$ cat src/rtl/conv_accum.sv
// rtl/conv_accum.sv - signed Q8.10 multiply-accumulate with bias, rounding and saturation
module conv_accum #(
    parameter int DATA_LEN = 18,
    parameter int FRAC     = 10,
    parameter int N_TERMS  = 9,
    parameter int ACC_LEN  = 2*DATA_LEN+8
) (
    input  logic                clk,
    input  logic                rst_n,
    input  logic                start,
    input  logic [DATA_LEN-1:0] bias,
    input  logic                in_valid,
    output logic                in_ready,
    input  logic [DATA_LEN-1:0] x,
    input  logic [DATA_LEN-1:0] w,
    output logic                busy,
    output logic                out_valid,
    output logic [DATA_LEN-1:0] out_data
);

    typedef enum logic [1:0] {IDLE, ACC, DONE} state_t;

    localparam logic [7:0] LAST_CNT = 8'(N_TERMS - 1);

    // Constants in the Q.20 accumulator domain / the shifted-down result domain
    localparam logic signed [ACC_LEN-1:0] HALF =
        {{(ACC_LEN-FRAC){1'b0}}, 1'b1, {(FRAC-1){1'b0}}};
    localparam logic signed [ACC_LEN-1:0] SAT_MAX =
        {{(ACC_LEN-DATA_LEN+1){1'b0}}, {(DATA_LEN-1){1'b1}}};
    localparam logic signed [ACC_LEN-1:0] SAT_MIN =
        {{(ACC_LEN-DATA_LEN+1){1'b1}}, {(DATA_LEN-1){1'b0}}};

    state_t                      state;
    logic signed [ACC_LEN-1:0]   acc;
    logic [7:0]                  cnt;

    logic signed [2*DATA_LEN-1:0] prod;
    logic signed [ACC_LEN-1:0]    prod_ext;
    logic signed [ACC_LEN-1:0]    bias_ext;
    logic signed [ACC_LEN-1:0]    acc_half;
    logic signed [ACC_LEN-1:0]    rnd;
    logic                         beat;

    assign prod     = $signed(x) * $signed(w);
    assign prod_ext = {{(ACC_LEN-2*DATA_LEN){prod[2*DATA_LEN-1]}}, prod};
    assign bias_ext = {{(ACC_LEN-DATA_LEN-FRAC){bias[DATA_LEN-1]}}, bias, {FRAC{1'b0}}};
    assign acc_half = acc + HALF;
    assign rnd      = acc_half >>> FRAC;

    assign in_ready = (state == ACC);
    assign busy     = (state != IDLE);
    assign beat     = in_valid && (state == ACC);

    always_ff @(posedge clk or negedge rst_n) begin
        if (!rst_n) begin
            state     <= IDLE;
            acc       <= '0;
            cnt       <= '0;
            out_valid <= 1'b0;
            out_data  <= '0;
        end else begin
            out_valid <= 1'b0;
            case (state)
                IDLE: begin
                    if (start) begin
                        acc   <= bias_ext;
                        cnt   <= '0;
                        state <= ACC;
                    end
                end
                ACC: begin
                    if (beat) begin
                        acc <= acc + prod_ext;
                        cnt <= cnt + 8'd1;
                        if (cnt == LAST_CNT) begin
                            state <= DONE;
                        end
                    end
                end
                DONE: begin
                    if (rnd > SAT_MAX) begin
                        out_data <= {1'b0, {(DATA_LEN-1){1'b1}}};
                    end else if (rnd < SAT_MIN) begin
                        out_data <= {1'b1, {(DATA_LEN-1){1'b0}}};
                    end else begin
                        out_data <= rnd[DATA_LEN-1:0];
                    end
                    out_valid <= 1'b1;
                    state     <= IDLE;
                end
                default: state <= IDLE;
            endcase
        end
    end

endmodule

$ cat config.mk
export PLATFORM = sky130hd
export DESIGN_NAME = conv_accum
export DESIGN_NICKNAME = d
export VERILOG_FILES = /design/src/rtl/conv_accum.sv
export SDC_FILE = /design/constraint.sdc
export NUM_CORES = 1
export LEC_CHECK = 0
export ABC_AREA = 1
export CAP_MARGIN = 10
export CORE_MARGIN = 2
export CORE_UTILIZATION = 29
export DETAILED_ROUTE_END_ITERATION = 8
export HOLD_SLACK_MARGIN = 0.1
export PLACE_DENSITY = 0.42
export SYNTH_ARGS = -nofsm -noshare
export SYNTH_HDL_FRONTEND = slang
export SYNTH_SLANG_ARGS = --single-unit
$ cat constraint.sdc
create_clock -name clk -period 12.2 [get_ports clk]
set_clock_uncertainty 0.15 [all_clocks]
set_input_delay 3.05 -clock clk [delete_from_list [all_inputs] [get_ports clk]]
set_output_delay 3.05 -clock clk [all_outputs]
set_load 0.05 [all_outputs]
==> results of run 1 <==
[final timing paths]
check | startpoint | endpoint
setup reg to reg | acc[10] | acc[36]
setup / recovery | x[17] | acc[43]
min in group asynchronous | rst_n | acc[38]
max in group asynchronous | rst_n | acc[15]
hold / removal | cnt[6] | cnt[6]
hold reg to reg | cnt[6] | cnt[6]
[flip-flops by register name, indices dropped and copies added (netlist names)]
signal     cells
out_valid      1
cnt            8
acc           44
state          2
out_data      18
[stage by stage]
step | area [um2] | hold WS, ns | std cells | worst slack, ns | util
finish | 21700 | 0.311 | 3474 | 1.66 | 0.323
global route | 21700 | 0.354 | 3474 | 1.18 | 0.323
CTS | 21700 | 0.312 | 3474 | 1.56 | 0.323
detailed placement | 21400 | 0.303 | 3458 | 1.20 | 0.319
global placement | 21400 | 0.302 | 3458 | 1.26 | 0.319
floorplan | 19700 | 0.283 | 2568 | 2.58 | -
[layout make-up]
type / instances / area share
clock inverters: 6 / 0.00236
multi-input cells: 1696 / 0.684
clock buffers: 10 / 0.0110
flip-flops and latches: 73 / 0.0842
well taps: 873 / 0.0503
inverters: 711 / 0.123
repair buffers: 105 / 0.0452
[layout by cell type, fill, tap and decap left out, types with 2 or more instances in the layout]
| master | count |
|---|---|
| sky130_fd_sc_hd__xor2_1 | 21 |
| sky130_fd_sc_hd__o221ai_1 | 2 |
| sky130_fd_sc_hd__inv_1 | 706 |
| sky130_fd_sc_hd__nor2_4 | 5 |
| sky130_fd_sc_hd__nor2_2 | 11 |
| sky130_fd_sc_hd__a21o_1 | 4 |
| sky130_fd_sc_hd__xnor2_1 | 14 |
| sky130_fd_sc_hd__o21a_1 | 5 |
| sky130_fd_sc_hd__or2_2 | 8 |
| sky130_fd_sc_hd__o22ai_1 | 9 |
| sky130_fd_sc_hd__nand4_1 | 12 |
| sky130_fd_sc_hd__inv_2 | 2 |
| sky130_fd_sc_hd__a21boi_0 | 2 |
| sky130_fd_sc_hd__nor4_1 | 5 |
| sky130_fd_sc_hd__clkinvlp_4 | 3 |
| sky130_fd_sc_hd__nor3_1 | 14 |
| sky130_fd_sc_hd__buf_4 | 28 |
| sky130_fd_sc_hd__dfrtp_1 | 73 |
| sky130_fd_sc_hd__fa_1 | 400 |
| sky130_fd_sc_hd__o21ai_0 | 81 |
| sky130_fd_sc_hd__o211ai_1 | 16 |
| sky130_fd_sc_hd__ha_1 | 132 |
| sky130_fd_sc_hd__a21oi_1 | 76 |
| sky130_fd_sc_hd__nand2_2 | 8 |
| sky130_fd_sc_hd__and3_1 | 2 |
| sky130_fd_sc_hd__a31oi_1 | 4 |
| sky130_fd_sc_hd__nand3_1 | 61 |
| sky130_fd_sc_hd__clkinv_1 | 3 |
| sky130_fd_sc_hd__nor2_1 | 148 |
| sky130_fd_sc_hd__clkdlybuf4s50_1 | 77 |
| sky130_fd_sc_hd__a22o_1 | 3 |
| sky130_fd_sc_hd__clkbuf_16 | 9 |
| sky130_fd_sc_hd__o21bai_1 | 4 |
| sky130_fd_sc_hd__nand2_1 | 644 |
[cells by family (layout without fill, tap and decap cells)]
logic type / Yosys count / count (layout) / synth area share
buffers and inverters: 799 / 832 / 0.153
AOI/OAI and AO/OA: 207 / 207 / 0.0585
adders and majority gates: 532 / 532 / 0.491
DFF: 73 / 73 / 0.0928
xor gates and xnor gates: 35 / 35 / 0.0156
and+or+nand+nor: 922 / 922 / 0.189
[layer usage]
metal	GRT usage	vias up
met5	0	-
met4	0.0496	0
met3	0.0160	73
met2	0.316	301
met1	0.264	7786
li1	-	7489
==> results.py, run 1 <==
metrics = {
    "timing": {
        "timing.final.crit_period_ns": 10.54,
        "final.setup.tns_ns": 0,
        "final-hold-violation-count": 0,
        "worst_pin_slew_ns": 1.12,
        "timing.final.crit_share": 0.864,
        "setup_viol": 0,
        "max_slew_margin": 0.250,
        "rsz0062_at_grt": "false",
        "timing.final.max_slew_violations": 0,
        "max_clock_freq_mhz": 94.9,
    },
    "cts": {
        "clock_path_buffers": 2,
        "cts_setup_buffers": 0,
        "cts-htree-levels": 3,
        "clk_pin_slew_worst_paths_ns": 0.06,
        "clock-root-buffer": "sky130_fd_sc_hd__clkbuf_16",
        "cts_tree": "built",
        "cts-hold-fix-buffers": 0,
        "clock_sink_count": 73,
        "cts_buffer_count": 9,
        "worstSkewPairLatency_ns": 0.36,
        "ctsResizeCount": 0,
    },
    "finish": {
        "final_nets": 3186,
        "fillerInstances": 7212,
        "final_layout_size_suffix_gt1_frac": 0.0308,
        "diodes": 0,
        "ff_latch_area_um2": 1830,
        "multi_input_comb_area_um2": 14800,
        "area_delta_synth_final_pct": 10.3,
    },
    "place": {
        "gp_routability_congestion": 0.884,
        "port_buffers": 78,
        "dpl.hpwl_um": 55200,
    },
    "floorplan": {
        "core_area_um2": 67200,
        "num_rows": 95,
        "die_w_um": 265,
        "vertical_extent_of_the_die_um": 265,
        "io_pins": 79,
        "initial_utilization": 0.293,
        "dieArea_um2": 70000,
    },
    "worst_setup_path": {
        "worstPathRequired_ns": 12.25,
        "ff2ff_path_depth": 21,
        "critical_path.max_stage_delay_ns": 0.80,
        "path_cells": "clkdlybuf4s50_1 -> nand2_1 -> fa_1 -> inv_1 -> fa_1 -> inv_1 -> fa_1 -> fa_1 -> inv_1 -> fa_1 -> fa_1 -> ha_1 -> ha_1 -> nand2_1 -> nor2_1 -> nand2_1 -> nor4_1 -> o21ai_0 -> nand3_1 -> nand2_1 -> nand3_1 -> o211ai_1",
        "crit_path_frequent_cell": "sky130_fd_sc_hd__fa_1",
        "crit_family": "adder cells",
        "crit_cells": 22,
        "cp.arrival_ns": 10.59,
        "worst_path_max_delay_cell": "sky130_fd_sc_hd__fa_1",
        "r2r_setup_slack_ns": 6.27,
        "critical_path.startpoint_type": "primary input",
        "worst-path-max-fanout": 8,
        "worst-path-buf-inv": 4,
        "sort_of_element_at_the_end_of_the_critical_path": "flop",
        "critPathKind": "primary input to flop",
    },
    "detailed_routing": {
        "drc": 0,
        "detailroute.wirelength.met3_um": 1860,
        "ant_nets": 0,
        "vias_after_detailed_routing": 15600,
        "drt_first_iter_violations": 818,
        "avgViaCountPerCell": 4.50,
        "met1Wirelength_um": 29400,
        "maxUsedRoutingLayer": "met4",
        "dr_wl_met2_um": 29500,
        "post_drt_wl_per_cell_um": 18.0,
        "drtPass1Iterations": 5,
        "routed_wirelength_um": 62500,
    },
    "outcome": {
        "status": "finished clean",
    },
    "logic_synthesis": {
        "synthDominantCellAreaShare": 0.407,
        "synth_most_common_cell": "sky130_fd_sc_hd__inv_1",
        "ys_dominant_reg_cell": "sky130_fd_sc_hd__dfrtp_1",
        "synth_nets": 3158,
        "ys_seq_area_frac": 0.0928,
        "synth.ff_latch_count": 73,
        "ys_warn_count": 0,
        "post_synth_main_area_contributors": "sky130_fd_sc_hd__fa_1 41%, sky130_fd_sc_hd__inv_1 13%, sky130_fd_sc_hd__nand2_1 12%",
        "number_of_flops_mapped_to_enable_cells_by_yosys": 0,
        "synth.cell_area_um2": 19700,
        "synth_top_cells_by_count": "707 x sky130_fd_sc_hd__inv_1, 644 x sky130_fd_sc_hd__nand2_1, 400 x sky130_fd_sc_hd__fa_1",
        "yosysTopAreaCell": "sky130_fd_sc_hd__fa_1",
        "synthArstFlopShare": 1.00,
        "synthesis.instances": 2568,
        "post_synth.cell_area_avg_um2": 7.67,
        "yosys.cell_types.count": 40,
    },
    "grt": {
        "overflow_left_after_global_routing": 0,
        "grt_antenna_before_repair": 0,
        "via_count_of_the_first_global_routing_pass": 17400,
        "groute.usage.overall": 0.189,
        "first_pass_grt_wire_length_um": 102000,
        "grt_start_max_net_pins": 54,
    },
    "worst_hold_path": {
        "worstHoldPathCells": 1,
        "worstHoldPathType": "flop to flop",
    },
    "flow_run": {
        "cap_viol_max_count": 0,
    },
}
Power of run 1 is left out: the tool's default activity adds up to more than one toggle a clock period on the data nets, which glitch-free logic cannot reach.
==> inputs of run 2 (changes only) <==
ABC_AREA = default   (was 1)
==> results.py, run 2 <==
metrics = {
    "worst_setup_path": {
        "worstSetupStartpoint": "w[0]",
        "timing.critical_path.to": "acc[43]",
        "ff2ff_path_depth": 17,
        "worstPathRequired_ns": 12.33,
        "cp.arrival_ns": 10.81,
        "ff_to_ff_end": "acc[42]",
        "critPathKind": "primary input to flop",
        "critical_path.startpoint_type": "primary input",
        "worst-path-max-fanout": 18,
        "r2r_setup_slack_ns": 6.22,
        "r2r_start": "acc[11]",
        "sort_of_element_at_the_end_of_the_critical_path": "flop",
    },
    "worst_hold_path": {
        "worstHoldPathType": "flop to flop",
    },
    "place": {
        "gp_routability_congestion": 0.848,
        "port_buffers": 78,
        "dpl.hpwl_um": 44700,
    },
    "timing": {
        "setup_viol": 0,
        "max_clock_freq_mhz": 93.6,
        "final.setup.tns_ns": 0,
        "worst_pin_slew_ns": 1.05,
        "timing.final.max_slew_violations": 0,
        "final-hold-violation-count": 0,
        "max_slew_margin": 0.297,
        "timing.final.crit_share": 0.875,
        "timing.final.crit_period_ns": 10.68,
        "rsz0062_at_grt": "false",
    },
    "detailed_routing": {
        "drtPass1Iterations": 5,
        "vias_after_detailed_routing": 13400,
        "ant_nets": 0,
        "avgViaCountPerCell": 4.62,
        "drc": 0,
        "drt_first_iter_violations": 637,
        "routed_wirelength_um": 52800,
        "post_drt_wl_per_cell_um": 18.2,
    },
    "floorplan": {
        "vertical_extent_of_the_die_um": 257,
        "initial_utilization": 0.294,
        "die_w_um": 257,
        "core_area_um2": 63300,
        "io_pins": 79,
        "dieArea_um2": 66200,
        "num_rows": 92,
    },
    "logic_synthesis": {
        "yosysTopAreaCell": "sky130_fd_sc_hd__fa_1",
        "post_synth_xor_area_fraction": 0.0301,
        "synth.area.mux_share": 0.00282,
        "post_synth_fa_ha_maj_area_fraction": 0.519,
        "synthesis.instances": 2016,
        "number_of_flops_mapped_to_enable_cells_by_yosys": 0,
        "synthDominantCellAreaShare": 0.430,
        "post_synth.cell_area_avg_um2": 9.24,
        "synth.cell_area_um2": 18600,
        "post_synth_main_area_contributors": "sky130_fd_sc_hd__fa_1 43%, sky130_fd_sc_hd__dfrtp_1 9.8%, sky130_fd_sc_hd__inv_1 9.0%",
        "synthSimpleGateAreaFrac": 0.161,
        "ys_dominant_reg_cell": "sky130_fd_sc_hd__dfrtp_1",
        "synth_nets": 2606,
        "synth_top_cells_by_count": "447 x sky130_fd_sc_hd__inv_1, 400 x sky130_fd_sc_hd__fa_1, 200 x sky130_fd_sc_hd__nand2_1",
        "main_combinational_cell_family_by_area_after_synthesis": "adder cells",
        "ys_warn_count": 0,
        "synth.ff_latch_count": 73,
        "share_of_the_synthesized_area_in_compound_gates_ao_oa_aoi_oai": 0.0800,
        "ys_seq_area_frac": 0.0981,
        "yosys.cell_types.count": 74,
        "synthArstFlopShare": 1.00,
        "synth_most_common_cell": "sky130_fd_sc_hd__inv_1",
    },
    "grt": {
        "grt_start_max_net_pins": 74,
        "groute.usage.overall": 0.166,
        "overflow_left_after_global_routing": 0,
        "grt_antenna_before_repair": 0,
        "first_pass_grt_wire_length_um": 85300,
        "via_count_of_the_first_global_routing_pass": 14900,
    },
    "finish": {
        "layout.cells.most_common": "sky130_fd_sc_hd__inv_1",
        "final_nets": 2644,
        "final_layout_size_suffix_gt1_frac": 0.0427,
        "fillerInstances": 6704,
        "area_delta_synth_final_pct": 10.8,
        "final_cell_mix": "447 x sky130_fd_sc_hd__inv_1, 400 x sky130_fd_sc_hd__fa_1, 200 x sky130_fd_sc_hd__nand2_1, 173 x sky130_fd_sc_hd__and2_1, 132 x sky130_fd_sc_hd__ha_1",
        "largestRegisters": "acc (44), out_data (18), cnt (8)",
        "largest_register_ff_count": 44,
        "diodes": 0,
        "largest-register": "acc",
    },
    "cts": {
        "clock-root-buffer": "sky130_fd_sc_hd__clkbuf_16",
        "clock_path_buffers": 2,
        "ctsResizeCount": 0,
        "cts_buffer_count": 9,
        "clk_pin_slew_worst_paths_ns": 0.06,
        "cts_setup_buffers": 0,
        "worstSkewPairLatency_ns": 0.35,
        "cts_tree": "built",
        "clock_sink_count": 73,
        "cts-htree-levels": 3,
        "cts-hold-fix-buffers": 0,
    },
    "outcome": {
        "status": "finished clean",
    },
    "flow_run": {
        "cap_viol_max_count": 0,
    },
}
## run 2: worst min path at each step
| stage | startpoint | end | slack (ns) | cells past startpoint |
|---|---|---|---|---|
| after global routing | out_data[17] | out_data[17] | 0.37 | 1 |
| after CTS | out_data[17] | out_data[17] | 0.34 | 1 |
| after detailed placement | out_data[17] | out_data[17] | 0.32 | 1 |
| after floorplan | acc[0] | acc[0] | 0.32 | 1 |
| after global placement | out_data[17] | out_data[17] | 0.32 | 1 |
| final | out_data[17] | out_data[17] | 0.33 | 1 |
## run 2: worst max-delay path, cell delays in order
cell	delay, ns
sky130_fd_sc_hd__clkdlybuf4s50_1	0.94
sky130_fd_sc_hd__nand2_1	0.27
sky130_fd_sc_hd__fa_1	0.64
sky130_fd_sc_hd__inv_1	0.13
sky130_fd_sc_hd__fa_1	0.51
sky130_fd_sc_hd__inv_1	0.39
sky130_fd_sc_hd__buf_4	0.32
sky130_fd_sc_hd__fa_1	0.45
sky130_fd_sc_hd__inv_1	0.09
sky130_fd_sc_hd__fa_1	0.43
sky130_fd_sc_hd__fa_1	0.49
sky130_fd_sc_hd__inv_1	0.05
sky130_fd_sc_hd__fa_1	0.54
sky130_fd_sc_hd__inv_1	0.05
sky130_fd_sc_hd__ha_1	0.29
sky130_fd_sc_hd__ha_1	0.39
sky130_fd_sc_hd__nand2_1	0.14
sky130_fd_sc_hd__nor3_1	0.37
sky130_fd_sc_hd__a32o_1	0.22
sky130_fd_sc_hd__a221o_1	0.15
sky130_fd_sc_hd__a41o_1	0.14
sky130_fd_sc_hd__a31oi_1	0.15
sky130_fd_sc_hd__or4_1	0.50
sky130_fd_sc_hd__nand3_1	0.09
## run 2: per-layer routing
layer | vias to the layer above | share of wire | track usage
met5 | - | 0 | 0
met4 | 0 | 0.016 | 0.0279
met3 | 31 | 0.022 | 0.0174
met2 | 174 | 0.54 | 0.309
met1 | 7008 | 0.42 | 0.210
li1 | 6217 | - | -
## run 2: area by class of cell
cell class | count | area (um2) | area share
flip-flops and latches | 73 | 1830 | 0.0886
multi-input cells | 1416 | 14800 | 0.716
clock buffers | 10 | 239 | 0.0116
well taps | 846 | 1060 | 0.0513
inverters | 449 | 1690 | 0.0817
repair buffers | 105 | 981 | 0.0476
clock inverters | 6 | 65.1 | 0.00315
## run 2: cells by family (layout without fill, tap and decap cells)
group / Yosys count / in the layout
AOI/OAI and AO/OA: 224 / 224
xor gates and xnor gates: 64 / 64
adders and majority gates: 533 / 533
buffers and inverters: 527 / 570
DFF: 73 / 73
muxes: 5 / 5
and+or+nand+nor: 590 / 590
## run 2: through the flow
step                utilization  setup WS (ns)  cells  cell area (um2)  hold WS [ns]
finish                    0.326           1.52   2905            20600         0.330
global route              0.326          0.956   2905            20600         0.371
CTS                       0.326           1.47   2905            20600         0.337
detailed placement        0.321           1.12   2889            20300         0.324
global placement          0.321           1.21   2889            20300         0.320
floorplan                     -           2.00   2016            18600         0.323
Power of run 2 is left out for the same reason.
